[config.mk]
export PLATFORM = sky130hd
export DESIGN_NAME = p1_multisum
export DESIGN_NICKNAME = d
export VERILOG_FILES = /design/src/rtl/p1_multisum.sv
export SDC_FILE = /design/constraint.sdc
export NUM_CORES = 1
export LEC_CHECK = 0
export BUFFER_PORTS_ARGS = -buffer_cell sky130_fd_sc_hd__buf_2
export CAP_MARGIN = 30
export CELL_PAD_IN_SITES_DETAIL_PLACEMENT = 0
export CELL_PAD_IN_SITES_GLOBAL_PLACEMENT = 1
export CORE_MARGIN = 2
export CORE_UTILIZATION = 46
export CTS_BUF_LIST = sky130_fd_sc_hd__clkbuf_4 sky130_fd_sc_hd__clkbuf_8
export CTS_CLUSTER_DIAMETER = 80
export DETAILED_ROUTE_END_ITERATION = 12
export GPL_TIMING_DRIVEN = 0
export PLACE_DENSITY = 0.92
export SYNTH_ARGS = -nofsm -noshare
export SYNTH_HDL_FRONTEND = slang
export SYNTH_SLANG_ARGS = --single-unit
[constraint.sdc]
create_clock -name CLK -period 3.8 [get_ports CLK]
set_input_delay 0.57 -clock CLK [delete_from_list [all_inputs] [get_ports CLK]]
set_output_delay 0.57 -clock CLK [all_outputs]
set_load 0.02 [all_outputs]
[src/rtl/p1_multisum.sv]
`timescale 1ns/1ps
// p1_multisum
// Sums every n in [1, Limit) that is a multiple of any (ModeAll=0) or all
// (ModeAll=1) of up to NDIV runtime-programmable divisors. Each divisor
// channel keeps a residue counter (n mod d_i) instead of a flag array, so
// storage grows with NDIV, not with Limit. One n is processed per cycle.
//
// Ports
//   CLK       in   clock, rising edge
//   RST_N     in   asynchronous active-low reset
//   Start     in   run request, accepted in IDLE or DONE
//   Limit     in   exclusive upper bound (NW bits), sampled on accepted Start
//   Divisors  in   packed divisors, channel i at [i*DW +: DW], 0 = disabled
//   ModeAll   in   0 = any enabled divisor, 1 = all enabled divisors
//   Busy      out  high while running
//   IsEnd     out  high when results are final
//   Sum       out  saturating sum of counted n (SW bits)
//   Count     out  number of counted n (NW bits)
//   Overflow  out  sticky, Sum saturated during this run
module p1_multisum #(
  parameter int NDIV = 2,
  parameter int DW   = 8,
  parameter int NW   = 16,
  parameter int SW   = 32
) (
  input  logic                 CLK,
  input  logic                 RST_N,
  input  logic                 Start,
  input  logic [NW-1:0]        Limit,
  input  logic [NDIV*DW-1:0]   Divisors,
  input  logic                 ModeAll,
  output logic                 Busy,
  output logic                 IsEnd,
  output logic [SW-1:0]        Sum,
  output logic [NW-1:0]        Count,
  output logic                 Overflow
);

  typedef enum logic [1:0] {
    S_IDLE = 2'd0,
    S_RUN  = 2'd1,
    S_DONE = 2'd2
  } state_t;

  state_t                   state_q, state_d;
  logic [NW-1:0]            limit_q, limit_d;
  logic [NDIV-1:0][DW-1:0]  div_q, div_d;
  logic [NDIV-1:0][DW-1:0]  res_q, res_d;
  logic                     mode_q, mode_d;
  logic [NW-1:0]            n_q, n_d;
  logic [SW-1:0]            sum_q, sum_d;
  logic [NW-1:0]            cnt_q, cnt_d;
  logic                     ovf_q, ovf_d;

  logic [NDIV-1:0]          en;
  logic [NDIV-1:0]          hit_ch;
  logic                     hit;
  logic                     accept;
  logic                     short_run;
  logic                     last_n;
  logic [SW:0]              add_res;

  // Saturating accumulate: returns {saturated, sum}. Once saturated the
  // result is pinned to all-ones for the remainder of the run.
  function automatic logic [SW:0] sat_add(input logic [SW-1:0] a,
                                          input logic [NW-1:0] b,
                                          input logic          sticky);
    logic [SW:0] t;
    t = {1'b0, a} + (SW+1)'(b);
    if (sticky || t[SW]) begin
      return {1'b1, {SW{1'b1}}};
    end
    return t;
  endfunction

  // Residue of n+1 given residue of n, wrapping at d-1.
  function automatic logic [DW-1:0] res_step(input logic [DW-1:0] r,
                                             input logic [DW-1:0] d);
    return (r == d - DW'(1)) ? '0 : r + DW'(1);
  endfunction

  // Residue of n = 1 for divisor d (1 mod 1 is 0).
  function automatic logic [DW-1:0] res_init(input logic [DW-1:0] d);
    return (d == DW'(1)) ? '0 : DW'(1);
  endfunction

  assign accept    = Start && (state_q != S_RUN);
  assign short_run = (Limit < NW'(2));
  assign last_n    = (n_q == limit_q - NW'(1));

  // Hit decision for the current n from the latched divisors/residues.
  always_comb begin
    en     = '0;
    hit_ch = '0;
    for (int i = 0; i < NDIV; i++) begin
      en[i]     = (div_q[i] != '0);
      hit_ch[i] = en[i] && (res_q[i] == '0);
    end
    // All mode ignores disabled channels but never hits with none enabled.
    hit = mode_q ? ((&(hit_ch | ~en)) && (|en)) : (|hit_ch);
  end

  // FSM: state register
  always_ff @(posedge CLK or negedge RST_N) begin
    if (!RST_N) begin
      state_q <= S_IDLE;
    end else begin
      state_q <= state_d;
    end
  end

  // FSM: next state
  always_comb begin
    state_d = state_q;
    unique case (state_q)
      S_IDLE, S_DONE: begin
        if (accept) begin
          state_d = short_run ? S_DONE : S_RUN;
        end
      end
      S_RUN: begin
        if (last_n) begin
          state_d = S_DONE;
        end
      end
      default: state_d = S_IDLE;
    endcase
  end

  // FSM: outputs are pure decodes of the registered state
  always_comb begin
    Busy  = (state_q == S_RUN);
    IsEnd = (state_q == S_DONE);
  end

  // Datapath next state
  always_comb begin
    limit_d = limit_q;
    div_d   = div_q;
    res_d   = res_q;
    mode_d  = mode_q;
    n_d     = n_q;
    sum_d   = sum_q;
    cnt_d   = cnt_q;
    ovf_d   = ovf_q;
    add_res = sat_add(sum_q, n_q, ovf_q);

    if (accept) begin
      limit_d = Limit;
      div_d   = Divisors;
      mode_d  = ModeAll;
      n_d     = NW'(1);
      sum_d   = '0;
      cnt_d   = '0;
      ovf_d   = 1'b0;
      for (int i = 0; i < NDIV; i++) begin
        res_d[i] = res_init(Divisors[i*DW +: DW]);
      end
    end else if (state_q == S_RUN) begin
      if (hit) begin
        sum_d = add_res[SW-1:0];
        ovf_d = add_res[SW];
        cnt_d = cnt_q + NW'(1);
      end
      for (int i = 0; i < NDIV; i++) begin
        if (en[i]) begin
          res_d[i] = res_step(res_q[i], div_q[i]);
        end
      end
      n_d = n_q + NW'(1);
    end
  end

  // Datapath registers
  always_ff @(posedge CLK or negedge RST_N) begin
    if (!RST_N) begin
      limit_q <= '0;
      div_q   <= '0;
      res_q   <= '0;
      mode_q  <= 1'b0;
      n_q     <= '0;
      sum_q   <= '0;
      cnt_q   <= '0;
      ovf_q   <= 1'b0;
    end else begin
      limit_q <= limit_d;
      div_q   <= div_d;
      res_q   <= res_d;
      mode_q  <= mode_d;
      n_q     <= n_d;
      sum_q   <= sum_d;
      cnt_q   <= cnt_d;
      ovf_q   <= ovf_d;
    end
  end

  assign Sum      = sum_q;
  assign Count    = cnt_q;
  assign Overflow = ovf_q;

endmodule

==> out/metrics.csv <==
stage,metric,value,unit
status,status,finished clean,
sta,total negative slack,0,ps
sta,fin crit share,89.48,%
setup_path,CP bufs+invs,1,
routing,vias per inst,5.744,
logic_synthesis,leading area contributor after synthesis,dfrtp_1,
hold_path,hold endpoint,mode_q,
logic_synthesis,post-synth top area share,39.47,%
routing,final WL,19820,um
logic_synthesis,adder-cell share of the synthesized area,4.695,%
global_routing,initial antenna violation count,0,
final_layout,fillcell total,1539,
setup_path,worst-path cell chain,ha_1 -> fa_1 -> a211oi_1 -> o21a_1 -> nor3_1 -> a211o_1 -> a41oi_1 -> clkbuf_1 -> a41oi_1 -> o31a_1,
setup_path,Reg2Reg Setup Slack,400,ps
floorplanning,die area,0.01702,mm^2
setup_path,CP startpoint kind,flop,
setup_path,Crit Path Class,reg2reg,
sta,slew of the pin with the lowest slew margin,739.0,ps
routing,Final ANT Viol Nets,0,
logic_synthesis,number of synthesized flops with an enable pin,0,
logic_synthesis,leading post-synthesis cells by cell area,"dfrtp_1 (39%), nand2_1 (7.6%), ha_1 (4.4%), xor2_1 (4.0%), xnor2_1 (3.7%)",
global_routing,Overflow after GRT,0,
setup_path,maximum fanout along the worst path,10,
placement,detailed placement HPWL,14510,um
power_and_ir_drop,Switch Pwr,2.835,mW
global_routing,total global-route track usage,24.47,%
floorplanning,Initial Util,46.64,%
clock_network,Bufs on Longest Clock Path,2,
setup_path,Crit path largest cell delay,500,ps
clock_network,TritonCTS clock tree,yes,
logic_synthesis,ys async rst share,100.0,%
clock_network,"CTS clk-pin slew, worst paths",70,ps
routing,Iter 0 DRT Violations,364,
power_and_ir_drop,Pwr Density,757.7,mW/mm^2
placement,RD Place Congestion,0.8996,
logic_synthesis,Compound-Gate Fraction of Synth Area,16.84,%
logic_synthesis,combinational family with the most area after synthesis,simple AND/OR/NAND/NOR gates,
routing,WL/cell,16.51,um
clock_network,Resize count post-CTS,0,
sta,Fmax,294.1,MHz
sta,Setup Skew,12.36,ps
sta,post-layout min period,3400,ps
setup_path,worst path required time,4140,ps
floorplanning,row count,46,
hold_path,Hold Path Class,in2reg,
setup_path,arrival time worst endpoint,3740,ps
clock_network,H-tree Lvls,4,
setup_path,crit path launch,n_q[0],
sta,final setup vio count,0,
clock_network,Root Driver,clkbuf_8,
logic_synthesis,Post-Syn Nets,928,
logic_synthesis,synthesized cell area,0.007355,mm^2
logic_synthesis,synth unique cells,69,
logic_synthesis,yosys warns,0,
sta,Max-slew headroom,49.46,%
power_and_ir_drop,Sw Ratio,43.90,%
logic_synthesis,Yosys reg bits,116,
sta,Max Slew Vio Count,0,
routing,1st-pass router iterations,5,
setup_path,r2r endpoint,Sum[21],
final_layout,"Core Util, Final",54.05,%
setup_path,R2R depth,10,
hold_path,Hold Startpoint,ModeAll,
global_routing,pin count of the biggest net entering global routing,92,
sta,RSZ-0062 raised after global routing,false,
setup_path,most frequent cell on the critical path,a41oi_1,
routing,DR vias,6899,
global_routing,first-pass GRT wire length,32440,um
global_routing,number of global-route vias before repair,6419,
setup_path,crit end category,flop,
logic_synthesis,sequential fraction of the synthesis area,39.47,%
logic_synthesis,mux cell area share after synthesis,0.9697,%
logic_synthesis,simple-gate share of the synthesized area,26.37,%
logic_synthesis,XOR/XNOR share of the synthesized area,7.741,%
logic_synthesis,Cells after Synth,865,
power_and_ir_drop,register share of total power,34.3,%
setup_path,R2R Path Start,n_q[0],
clock_network,CTS Buf Count,17,
power_and_ir_drop,internal power,3.622,mW
clock_network,clk_lat worst skew,450,ps
setup_path,Top Family by Delay on Critical Path,compound AO/OA/AOI/OAI gates,
logic_synthesis,ys flop type,dfrtp_1,
placement,Port-buffer cells,86,
routing,DRC,0,
floorplanning,die span in x,130.4,um
power_and_ir_drop,Pleak,3.974,nW
floorplanning,core area,0.01577,mm^2
setup_path,"slowest stage cell, crit path",clkbuf_1,
final_layout,P&R area growth vs syn,15.89,%
power_and_ir_drop,clock share of power,19.2,%
hold_path,hold path cells,3,
final_layout,share of layout cells above drive strength 1,13.91,%
power_and_ir_drop,maximum VDD drop,0.3476,mV
final_layout,ANT cells,0,
final_layout,fin nets,1035,
floorplanning,Ports,87,
sta,final hold vios,0,
power_and_ir_drop,Comb power frac,46.5,%
floorplanning,Die Y-Extent,130.4,um
clock_network,# Post-CTS Setup Buffers,0,
clock_network,Sink Count,116,
run,maxcap violations,0,
logic_synthesis,Synth Area per Inst,8.502,um^2
==> cells in the mapped netlist (3+ instances only) <==
library cell and number:
xnor2_1 31, mux2i_1 6, nand3_1 35, buf_2 5
a2111oi_0 4, a211oi_1 6, a21o_1 13, ha_1 26
a221oi_1 6, a21boi_0 5, dfrtp_1 116, nor3b_1 7
nor4_1 17, and4_1 7, or4_1 9, or3_1 8
xor2_1 34, nand4_1 18, o211ai_1 14, nand2b_1 4
o22ai_1 5, a31oi_1 12, and3_1 26, a21oi_1 41
o21ai_0 47, nor2b_1 4, nor4b_1 3, buf_6 3
and2_1 6, nand2_1 148, clkbuf_1 36, buf_1 3
o21a_1 6, inv_1 21, a41oi_1 3, nor3_1 27
o21bai_1 4, nor2_1 60
==> layer usage <==
| metal | vias up | part of all wire, % | wire length (um) | global-route usage, % |
|---|---|---|---|---|
| li1 | 3342 | - | - | - |
| met3 | 35 | 5.0 | 985 | 4.805 |
| met5 | - | 0 | 0 | 0 |
| met1 | 3333 | 48 | 9422 | 33.33 |
| met2 | 189 | 45 | 8957 | 38.96 |
| met4 | 0 | 2.3 | 460 | 9.199 |
==> registers in the layout, indices dropped and copies added (netlist names) <==
name / cells
mode_q: 1
Count: 16
Sum: 32
res_q: 16
Overflow: 1
state_q: 2
div_q: 16
limit_q: 16
n_q: 16
==> logic make-up (layout without fill, tap and decap cells) <==
kind of cell / Yosys count / in the layout
simple gates: 391 / 391
fa+ha+maj: 27 / 27
mux: 7 / 7
buf+inv: 69 / 189
compound gates: 190 / 190
xor+xnor: 65 / 65
flops: 116 / 116
==> worst max path at each step <==
stage	slack [ps]	to	cells past startpoint
global placement	450	Sum[21]	10
detailed placement	430	Sum[21]	10
global route	160	Sum[21]	10
floorplan	880	Sum[27]	10
CTS	410	Sum[21]	10
finish	400	Sum[21]	10
==> final cells by class <==
class	instances	area, um^2	area share [%]
repair buffers	88	474.2	5.564
flip-flops and latches	116	2903	34.06
inverters	22	82.58	0.9689
multi-input cells	680	4164	48.85
plain buffers	47	205.2	2.408
well taps	216	270.3	3.171
clock inverters	10	127.6	1.497
clock buffers	22	296.5	3.479
==> what timing repair did <==
action,CTS,global route
hold buffers,1,0
endpoints found under the hold margin,25,0
endpoints found under the setup margin,0,0
==> per-stage QoR <==
stage	power, mW	instance area (um^2)	hold WS, ps	worst slack (ps)	cells
6_report	6.458	8523	315.3	399.7	1201
5_1_grt	6.973	8523	322.4	163.9	1201
4_1_cts	6.466	8523	297.1	410.8	1201
3_5_place_dp	5.213	8089	451.6	430.8	1168
3_3_place_gp	5.145	8055	476.4	452.7	1167
2_1_floorplan	4.363	7355	274.4	884.0	865
==> worst reg2reg max path, stage by stage (launching register included) <==
cell      delay (ps)
dfrtp_1          480
ha_1             260
fa_1             430
a211oi_1         410
o21a_1           230
nor3_1            70
a211o_1          310
a41oi_1          270
clkbuf_1         500
a41oi_1          200
o31a_1           130
==> placed cells by master, fill, tap and decap left out, drive strengths merged, types with 21 or more instances in the layout <==
cell / synthesis / layout
a21oi: 41 / 41
and3: 26 / 26
buf: 11 / 98
clkbuf: 36 / 58
dfrtp: 116 / 116
ha: 26 / 26
inv: 21 / 21
nand2: 148 / 148
nand3: 35 / 35
nor2: 60 / 60
nor3: 27 / 27
o21ai: 48 / 48
xnor2: 31 / 31
xor2: 34 / 34
==> power by group through the flow <==
| stage | sequential (mW) | combinational [mW] | clock, mW |
|---|---|---|---|
| 2_1_floorplan | 2.28 | 2.09 | 0 |
| 3_3_place_gp | 2.21 | 2.93 | 0 |
| 3_5_place_dp | 2.22 | 2.99 | 0 |
| 4_1_cts | 2.21 | 3.00 | 1.25 |
| 5_1_grt | 2.28 | 3.39 | 1.31 |
| 6_report | 2.21 | 3.01 | 1.24 |
(Power assumes the default switching activity.)
